===== src/rtl/decode_pkg.sv =====
// rtl/decode_pkg.sv - op_class / immediate-type enums, opcode constants and decode helpers
package decode_pkg;

  typedef enum logic [3:0] {
    CLS_LUI      = 4'd0,
    CLS_AUIPC    = 4'd1,
    CLS_JAL      = 4'd2,
    CLS_JALR     = 4'd3,
    CLS_BRANCH   = 4'd4,
    CLS_LOAD     = 4'd5,
    CLS_STORE    = 4'd6,
    CLS_OP_IMM   = 4'd7,
    CLS_OP       = 4'd8,
    CLS_MISC_MEM = 4'd9,
    CLS_SYSTEM   = 4'd10,
    CLS_ILLEGAL  = 4'd11
  } op_class_e;

  typedef enum logic [2:0] {
    IMM_NONE, IMM_I, IMM_S, IMM_B, IMM_U, IMM_J
  } imm_type_e;

  localparam logic [6:0] OPCODE_LUI      = 7'b0110111;
  localparam logic [6:0] OPCODE_AUIPC    = 7'b0010111;
  localparam logic [6:0] OPCODE_JAL      = 7'b1101111;
  localparam logic [6:0] OPCODE_JALR     = 7'b1100111;
  localparam logic [6:0] OPCODE_BRANCH   = 7'b1100011;
  localparam logic [6:0] OPCODE_LOAD     = 7'b0000011;
  localparam logic [6:0] OPCODE_STORE    = 7'b0100011;
  localparam logic [6:0] OPCODE_OP_IMM   = 7'b0010011;
  localparam logic [6:0] OPCODE_OP       = 7'b0110011;
  localparam logic [6:0] OPCODE_MISC_MEM = 7'b0001111;
  localparam logic [6:0] OPCODE_SYSTEM   = 7'b1110011;

  // Full 7-bit compare also rejects compressed encodings (ins[1:0] != 2'b11).
  function automatic op_class_e classify(input logic [6:0] opcode);
    case (opcode)
      OPCODE_LUI:      return CLS_LUI;
      OPCODE_AUIPC:    return CLS_AUIPC;
      OPCODE_JAL:      return CLS_JAL;
      OPCODE_JALR:     return CLS_JALR;
      OPCODE_BRANCH:   return CLS_BRANCH;
      OPCODE_LOAD:     return CLS_LOAD;
      OPCODE_STORE:    return CLS_STORE;
      OPCODE_OP_IMM:   return CLS_OP_IMM;
      OPCODE_OP:       return CLS_OP;
      OPCODE_MISC_MEM: return CLS_MISC_MEM;
      OPCODE_SYSTEM:   return CLS_SYSTEM;
      default:         return CLS_ILLEGAL;
    endcase
  endfunction

  function automatic imm_type_e imm_type_of(input op_class_e cls);
    case (cls)
      CLS_LUI, CLS_AUIPC:                    return IMM_U;
      CLS_JAL:                               return IMM_J;
      CLS_BRANCH:                            return IMM_B;
      CLS_STORE:                             return IMM_S;
      CLS_JALR, CLS_LOAD, CLS_OP_IMM,
      CLS_MISC_MEM, CLS_SYSTEM:              return IMM_I;
      default:                               return IMM_NONE;
    endcase
  endfunction

  function automatic logic [31:0] imm_gen(input logic [31:0] ins, input imm_type_e t);
    case (t)
      IMM_I:   return {{20{ins[31]}}, ins[31:20]};
      IMM_S:   return {{20{ins[31]}}, ins[31:25], ins[11:7]};
      IMM_B:   return {{19{ins[31]}}, ins[31], ins[7], ins[30:25], ins[11:8], 1'b0};
      IMM_U:   return {ins[31:12], 12'b0};
      IMM_J:   return {{11{ins[31]}}, ins[31], ins[19:12], ins[20], ins[30:21], 1'b0};
      default: return 32'd0;
    endcase
  endfunction

endpackage


===== src/rtl/register_file.sv =====
// rtl/register_file.sv - 32x32 register file, two combinational reads, one write; WB_BYPASS_EN adds write-to-read bypass
module register_file (
  input  logic        clk,
  input  logic [4:0]  rs1_index,
  input  logic [4:0]  rs2_index,
  output logic [31:0] rs1_data,
  output logic [31:0] rs2_data,
  input  logic        wr_en,
  input  logic [4:0]  wr_index,
  input  logic [31:0] wr_data
);

  // Storage is intentionally not reset; x0 is forced to zero on the read side.
  logic [31:0] mem [32];

  always_ff @(posedge clk) begin
    if (wr_en && wr_index != 5'd0) begin
      mem[wr_index] <= wr_data;
    end
  end

`ifdef WB_BYPASS_EN
  always_comb begin
    rs1_data = mem[rs1_index];
    rs2_data = mem[rs2_index];
    if (wr_en && wr_index == rs1_index) rs1_data = wr_data;
    if (wr_en && wr_index == rs2_index) rs2_data = wr_data;
    if (rs1_index == 5'd0) rs1_data = 32'd0;
    if (rs2_index == 5'd0) rs2_data = 32'd0;
  end
`else
  always_comb begin
    rs1_data = (rs1_index == 5'd0) ? 32'd0 : mem[rs1_index];
    rs2_data = (rs2_index == 5'd0) ? 32'd0 : mem[rs2_index];
  end
`endif

endmodule


===== src/rtl/decode.sv =====
// rtl/decode.sv - decode stage: classify, immediate, register read, load-use hazard, id_ex pipeline register
// Optional WB_BYPASS_EN selects same-cycle writeback bypass in the register file.
module decode
  import decode_pkg::*;
(
  input  logic        clk,
  input  logic        rst_n,
  input  logic [31:0] if_id__ins,
  input  logic [31:0] if_id__pc,
  input  logic        if_id__ins_misalign,
  input  logic        if_id__predict_taken,
  input  logic        pipe_flush,
  input  logic        id_ex__mem_read,
  input  logic        wb__rd_we,
  input  logic [4:0]  wb__rd_index,
  input  logic [31:0] wb__rd_data,
  output logic        data_hazard,
  output logic        id_ex__valid,
  output logic [31:0] id_ex__pc,
  output logic        id_ex__ins_misalign,
  output logic        id_ex__predict_taken,
  output logic [31:0] id_ex__rs1_data,
  output logic [31:0] id_ex__rs2_data,
  output logic [31:0] id_ex__imm,
  output logic [4:0]  id_ex__rs1_index,
  output logic [4:0]  id_ex__rs2_index,
  output logic [4:0]  id_ex__rd_index,
  output logic [3:0]  id_ex__op_class,
  output logic [2:0]  id_ex__funct3,
  output logic        id_ex__funct7_5,
  output logic        id_ex__illegal
);

  logic [4:0]  rs1_index, rs2_index, rd_index;
  logic [31:0] rs1_data, rs2_data, imm;
  logic        uses_rs1, uses_rs2;
  op_class_e   op_class;

  assign rs1_index = if_id__ins[19:15];
  assign rs2_index = if_id__ins[24:20];
  assign rd_index  = if_id__ins[11:7];
  assign op_class  = classify(if_id__ins[6:0]);
  assign imm       = imm_gen(if_id__ins, imm_type_of(op_class));

  assign uses_rs1 = !(op_class inside {CLS_LUI, CLS_AUIPC, CLS_JAL});
  assign uses_rs2 = op_class inside {CLS_BRANCH, CLS_STORE, CLS_OP};

  // The load in execute is identified by this stage's own registered rd/valid.
  assign data_hazard = !pipe_flush && id_ex__valid && id_ex__mem_read &&
                       (id_ex__rd_index != 5'd0) &&
                       ((uses_rs1 && rs1_index == id_ex__rd_index) ||
                        (uses_rs2 && rs2_index == id_ex__rd_index));

  register_file u_register_file (
    .clk       (clk),
    .rs1_index (rs1_index),
    .rs2_index (rs2_index),
    .rs1_data  (rs1_data),
    .rs2_data  (rs2_data),
    .wr_en     (wb__rd_we),
    .wr_index  (wb__rd_index),
    .wr_data   (wb__rd_data)
  );

  always_ff @(posedge clk or negedge rst_n) begin
    if (!rst_n) begin
      id_ex__valid         <= 1'b0;
      id_ex__pc            <= '0;
      id_ex__ins_misalign  <= 1'b0;
      id_ex__predict_taken <= 1'b0;
      id_ex__rs1_data      <= '0;
      id_ex__rs2_data      <= '0;
      id_ex__imm           <= '0;
      id_ex__rs1_index     <= '0;
      id_ex__rs2_index     <= '0;
      id_ex__rd_index      <= '0;
      id_ex__op_class      <= '0;
      id_ex__funct3        <= '0;
      id_ex__funct7_5      <= 1'b0;
      id_ex__illegal       <= 1'b0;
    end else begin
      // Bubbles still load the payload; only valid is gated.
      id_ex__valid         <= !(pipe_flush || data_hazard);
      id_ex__pc            <= if_id__pc;
      id_ex__ins_misalign  <= if_id__ins_misalign;
      id_ex__predict_taken <= if_id__predict_taken;
      id_ex__rs1_data      <= rs1_data;
      id_ex__rs2_data      <= rs2_data;
      id_ex__imm           <= imm;
      id_ex__rs1_index     <= rs1_index;
      id_ex__rs2_index     <= rs2_index;
      id_ex__rd_index      <= rd_index;
      id_ex__op_class      <= op_class;
      id_ex__funct3        <= if_id__ins[14:12];
      id_ex__funct7_5      <= if_id__ins[30];
      id_ex__illegal       <= (op_class == CLS_ILLEGAL);
    end
  end

endmodule


===== config.mk =====
export PLATFORM = sky130hd
export DESIGN_NAME = decode
export DESIGN_NICKNAME = d
export VERILOG_FILES = /design/src/rtl/decode_pkg.sv /design/src/rtl/register_file.sv /design/src/rtl/decode.sv
export SDC_FILE = /design/constraint.sdc
export NUM_CORES = 2
export LEC_CHECK = 0
export CAP_MARGIN = 25
export CORE_ASPECT_RATIO = 0.9
export CORE_MARGIN = 3
export CORE_UTILIZATION = 53
export CTS_CLUSTER_SIZE = 25
export DETAILED_ROUTE_END_ITERATION = 10
export PLACE_DENSITY = 0.74
export SYNTH_ARGS = -nofsm -noshare
export SYNTH_HDL_FRONTEND = slang
export SYNTH_SLANG_ARGS = --single-unit

===== constraint.sdc =====
create_clock -name clk -period 3.4 [get_ports clk]
set_input_delay 0.85 -clock clk [delete_from_list [all_inputs] [get_ports clk]]
set_output_delay 0.85 -clock clk [all_outputs]
set_load 0.05 [all_outputs]

Yosys cells after proc, flatten, opt, wreduce, memory -nomap -nowiden. Memory sizes are Yosys's and may differ from the RTL's. Index checks and enable logic that the tools add are counted.

Eq/ne operators: 24. Multiplexer cells: 6. Reduce and logical (&&, ||, !) cells: 19.

Operators with widths (number): $pmux 32 s5 (1); $mux 32 (2); $pmux 4 s11 (1); $eq 7x7->1 const B (4); $eq 7x6->1 const B (3); $eq 7x5->1 const B (2); $eq 5x5->1 (2); $logic_not 5->1 (2); $reduce_bool 5->1 (2); $eq 4x3->1 const B (2); $eq 4x4->1 const B (2); $eq 7x2->1 const B (1); $eq 7x4->1 const B (1); $logic_and 1x1->1 (7); $eq 3x2->1 const B (2); $eq 3x3->1 const B (2); $reduce_bool 3->1 (2); $eq 4x1->1 const B (1); $eq 4x2->1 const B (1); $logic_not 4->1 (1); $eq 3x1->1 const B (1); $logic_not 1->1 (3); $logic_or 1x1->1 (2); $mux 1 (2).

Register bits: 155. Bits in writable memories: 1024. Bits in read-only memories: 48. Logic and storage cells: 65. Memories: 2.

Memory list: u_register_file.mem (depth 32, bits a word 32, read ports 2, clocked after Yosys merged registers in 0, wr ports 1, RTL line register_file.sv:14) `logic [31:0] mem [32];`; (no name shown) (depth 16, bits a word 3, read ports 1, clocked after Yosys merged registers in 0, wr ports 0, RTL line decode_pkg.sv:54) `case (cls)`.

Longest topological paths before layout.
Depth in word-level cells: 10. Depth in mapped cells: 12. Depth with buffers taken out: 11.

Hierarchy. Synthesis repeated with hierarchy kept, for this count alone.

Cells, all modules: 2841. Area, all modules: 52651.7 µm².

By module, submodules not included: register_file (instances 1, cells an instance 2564, area each 47929.7 µm², seq. area each 30749.5 µm²); decode (instances 1, cells an instance 277, area each 4722.0 µm², seq. area each 3878.7 µm²).

Worst setup path before layout. OpenSTA, ideal clock, no wires.

Kind: in2out. From: input port if_id__ins[2]. To: output port data_hazard. Arrival: 3298 ps. Required time: 2550 ps. Slack: -748 ps. Cell stages on the path: 10. Path buffers: 1. Path through: clkbuf_1 > or3_1 > a21o_1 > a21oi_1 > o21ai_0 > inv_1 > ha_1 > o2111a_1 > a21oi_1 > o22ai_1.

Cells in the longest elaborated chain, start to end: 8.

RTL lines: start, declared (RTL line decode.sv:8) `input logic [31:0] if_id__ins,`; $eq 7x7->1, or another cell as far along (RTL line decode_pkg.sv:37) `case (opcode)`; $pmux 4 s11 (*) (RTL line decode_pkg.sv:37); via op_class[1] (RTL line decode.sv:37) `op_class_e op_class;`; $eq 4x1->1, or another cell as far along (RTL line decode.sv:45) `assign uses_rs1 = !(op_class inside {CLS_LUI, CLS_AUIPC, CLS_JAL});`; $reduce_bool 3->1 (RTL line decode.sv:45); $logic_not 1->1 (RTL line decode.sv:45); $logic_and 1x1->1 (RTL line decode.sv:51) `((uses_rs1 && rs1_index == id_ex__rd_index) ||`; $logic_or 1x1->1 (*) (RTL line decode.sv:51); $logic_and 1x1->1 (*) (RTL line decode.sv:50) `(id_ex__rd_index != 5'd0) &&`; end, declared (RTL line decode.sv:17) `output logic data_hazard,`.

Mark *: on every way through the listed nets, which the timed path passes. The rest lies on a longest branch.

Worst setup path in the final report.
From: input port if_id__ins[1]. To: output port data_hazard.

Cells in the longest elaborated chain, start to end: 8.

RTL lines (RTL line): $eq 7x7->1, or another cell as far along (decode_pkg.sv:37); $pmux 4 s11 (*) (decode_pkg.sv:37); $eq 4x1->1, or another cell as far along (decode.sv:45); $reduce_bool 3->1 (decode.sv:45); $logic_not 1->1 (decode.sv:45); $logic_and 1x1->1 (decode.sv:51); $logic_or 1x1->1 (*) (decode.sv:51); $logic_and 1x1->1 (*) (decode.sv:50).

Every way passes the cells marked *; elsewhere a longest branch is shown, timed or not.

==> flow_metrics.env <==
export IMPL_status="finished, violations left"
export IMPL_violations="setup timing"
export IMPL_critPathTopFamily="buffers and inverters"
export IMPL_regToRegStartpoint="u_register_file.mem[15][12]$_DFFE_PP_"
export IMPL_synth_seq_cells=1179
export IMPL_final_cell_area_sq_um=62400
export IMPL_clock_sinks=1179
export IMPL_rsz0062_at_grt="yes"
export IMPL_area_growth_pct=20.0
export IMPL_syn_avg_cell_area_sq_um=19.4
export IMPL_final_common_cell="edfxtp_1"
export IMPL_htree_levels=3
export IMPL_synth_edf_count=1024
export IMPL_core_region_area_sq_um=96900
export IMPL_routedWlPerCell_um=33.0
export IMPL_skew_ns=0.0376
export IMPL_path_class="in2out"
export IMPL_cts_max_path_buffers=3
export IMPL_multi_input_comb_area_sq_um=17000
export IMPL_drv_cap=0
export IMPL_hold_path_class="in2async"
export IMPL_critical_path_depth=9
export IMPL_crit_arrival_ns=2.68
export IMPL_grt_first_pass_wirelength_mm=215
export IMPL_power_leakage_nw=21.1
export IMPL_grt_pass1_vias=31600
export IMPL_ys_dominant_reg_cell="edfxtp_1"
export IMPL_reg2reg_to="id_ex__rs2_data[12]$_DFF_PN0_"
export IMPL_cts_root_buf="clkbuf_16"
export IMPL_n_fill_cell=6322
export IMPL_nets=3212
export IMPL_crit_slowest_cell="clkdlybuf4s50_1"
export IMPL_cts_clk_slew_worst_paths_ns=0.06
export IMPL_layout_common_cells="edfxtp_1 (1,024), mux4_2 (512), nand2_1 (311)"
export IMPL_cpPeakStageDelay_ns=0.49
export IMPL_startpoint="if_id__ins[1]"
export IMPL_hold_slack_ns=0.142
export IMPL_dr_pass1_iters=7
export IMPL_finalCritPeriodShare_pct=104
export IMPL_insertion_delay_ns=0.71
export IMPL_cts_buffers=117
export IMPL_grt_util_all_layers_pct=29.4
export IMPL_cts_tree="built"
export IMPL_seqCellArea_sq_um=34600
export IMPL_finalWirelength_mm=147
export IMPL_synth_distinct_cells=55
export IMPL_synthArstFlopShare_pct=13.1
export IMPL_finalHoldViolCount=0
export IMPL_netlist_instances=2681
export IMPL_pre_cts_ws_ns=-0.675
export IMPL_crit_chain="clkdlybuf4s50_1, and2_4, o211a_1, buf_4, ha_4, o2111a_2, a21oi_4, o22ai_4, buf_12"
export IMPL_drc=0
export IMPL_seq_area_frac_synth_pct=66.6
export IMPL_start_util_pct=53.7
export IMPL_relSlewSlack_pct=27.3
export IMPL_p_per_area_nw_per_um2=534
export IMPL_setup_viol=1
export IMPL_final_util_pct=64.4
export IMPL_fp_row_count=108
export IMPL_vias=30500
export IMPL_reg2reg_depth=4
export IMPL_dr_first_iter_drc_count=4006
export IMPL_netlist_area_sq_um=52000
export IMPL_crit_end="data_hazard"
export IMPL_dp_hpwl_mm=85.4
export IMPL_critPathBufInv=3
export IMPL_start_kind="input pin"
export IMPL_antenna_found_initial=4
export IMPL_min_period_ns=3.53
export IMPL_slew_violations=0
export IMPL_io_buffers=263
export IMPL_antenna_left=0
export IMPL_hold_buffers=0
export IMPL_worst_pin_slew_ns=1.09
export IMPL_cp_required_ns=2.55
export IMPL_vdd_drop_max_mv=0.426
export IMPL_drt_vias_per_instance=6.82
export IMPL_max_freq_ghz=0.284
export IMPL_fin_ws_ns=-0.127
export IMPL_ff2ff_setup_slack_ns=1.39
export IMPL_ioPinCount=264
export IMPL_worstSetupEndpointType="output port"
export IMPL_overflow=0
export IMPL_die_area_sq_um=102000
export IMPL_worstPathMaxFanout=3
export IMPL_drive_gt1_share_pct=33.8
export IMPL_die_x_um=336
export IMPL_die_y_um=303
export IMPL_placed_cell_area_sq_um=57900
export IMPL_place_gp_congestion=0.832
export IMPL_yosys_warnings=0
export IMPL_grt_max_degree=88
==> cells by family after synthesis <==
family                     share of synthesized area [%]
AOI/OAI and AO/OA                                   2.81
xor gates and xnor gates                           0.168
adders and majority gates                         0.0963
buffers and inverters                               1.77
DFF                                                 66.6
muxes                                               25.0
other                                            0.00721
and+or+nand+nor                                     3.52
==> worst min-delay path by stage <==
stage / from / endpoint / depth (start not counted)
2_1_floorplan: rst_n / id_ex__funct3[0]$_DFF_PN0_ / 0
3_3_place_gp: u_register_file.mem[26][6]$_DFFE_PP_ / id_ex__rs2_data[6]$_DFF_PN0_ / 3
3_5_place_dp: u_register_file.mem[27][5]$_DFFE_PP_ / id_ex__rs2_data[5]$_DFF_PN0_ / 3
4_1_cts: rst_n / id_ex__imm[7]$_DFF_PN0_ / 1
5_1_grt: rst_n / id_ex__imm[8]$_DFF_PN0_ / 1
6_report: rst_n / id_ex__imm[8]$_DFF_PN0_ / 1
==> sequential cells by signal, summed over array words and instances, names as in the netlist <==
signal,count
id_ex__funct3,3
id_ex__funct7_5,1
id_ex__illegal,1
id_ex__imm,32
id_ex__ins_misalign,1
id_ex__op_class,4
id_ex__pc,32
id_ex__predict_taken,1
id_ex__rd_index,5
id_ex__rs1_data,32
id_ex__rs1_index,5
id_ex__rs2_data,32
id_ex__rs2_index,5
id_ex__valid,1
u_register_file.mem,1024
==> stage by stage <==
| step | TNS (ns) | instances | power, mW |
|---|---|---|---|
| detailed placement | -1.16 | 4228 | 19.9 |
| global route | -0.192 | 4469 | 34.3 |
| CTS | -0.164 | 4458 | 33.5 |
| global placement | -0.564 | 4228 | 19.8 |
| floorplan | -0.0585 | 2712 | 18.5 |
| finish | -0.127 | 4473 | 33.3 |
==> synth_stat cells, types with 2 or more instances <==
master	number	share of area (%)
o221ai_1	31	0.52
and3_1	32	0.39
nor3b_1	3	0.043
o211ai_1	32	0.46
a22oi_1	63	0.91
xnor2_1	2	0.034
buf_2	67	0.64
buf_4	14	0.20
or3_1	2	0.024
ha_1	4	0.096
mux2_2	95	2.1
nand4_1	2	0.024
o22ai_1	2	0.024
mux4_2	512	22
edfxtp_1	1024	59
nor3_1	8	0.077
a22o_1	10	0.17
buf_6	2	0.043
nand3b_1	6	0.087
mux2i_1	40	0.77
o21ai_0	39	0.38
a21oi_1	4	0.039
inv_1	12	0.087
and2_1	10	0.12
nor2_1	46	0.33
o2111ai_1	3	0.051
nand2_1	314	2.3
buf_1	19	0.14
a21boi_0	2	0.029
nor2b_1	3	0.036
nand3_1	4	0.039
clkbuf_1	90	0.65
xor2_1	8	0.13
dfrtp_1	155	7.5
==> cell type report <==
type | count | area share (%)
tap | 1265 | 2.54
sequential | 1179 | 55.5
clock buffer | 143 | 5.13
timing repair buffer | 461 | 8.00
antenna | 5 | 0.0201
inverter | 13 | 0.0822
multi-input combinational | 1328 | 27.2
clock inverter | 79 | 1.47
==> worst register-to-register path, stage by stage, from the launching register on <==
cell and delay (ns):
edfxtp_1 0.40, mux4_2 0.49, mux2_2 0.28, a22oi_1 0.25, o211ai_1 0.34
==> report_power, final <==
| part | switching [mW] | internal (mW) |
|---|---|---|
| logic | 2.05 | 1.43 |
| registers | 0.128 | 16.1 |
| clock network | 5.63 | 8.01 |
==> routing by layer <==
layer	GRT usage [%]	routed length, um	vias to the layer above
met4	10.6	5660	0
met5	0	0	-
met3	7.44	17300	368
li1	-	-	12000
met2	46.5	70800	2196
met1	40.3	53700	16000
==> repair_timing <==
action	in CTS	in global routing
endpoints found under the setup margin	1	1
pin swaps	12	8
setup buffers	8	2
hold endpoints to repair	0	0
resized for setup	35	10
Note: power is estimated with default switching activity, not from simulation.
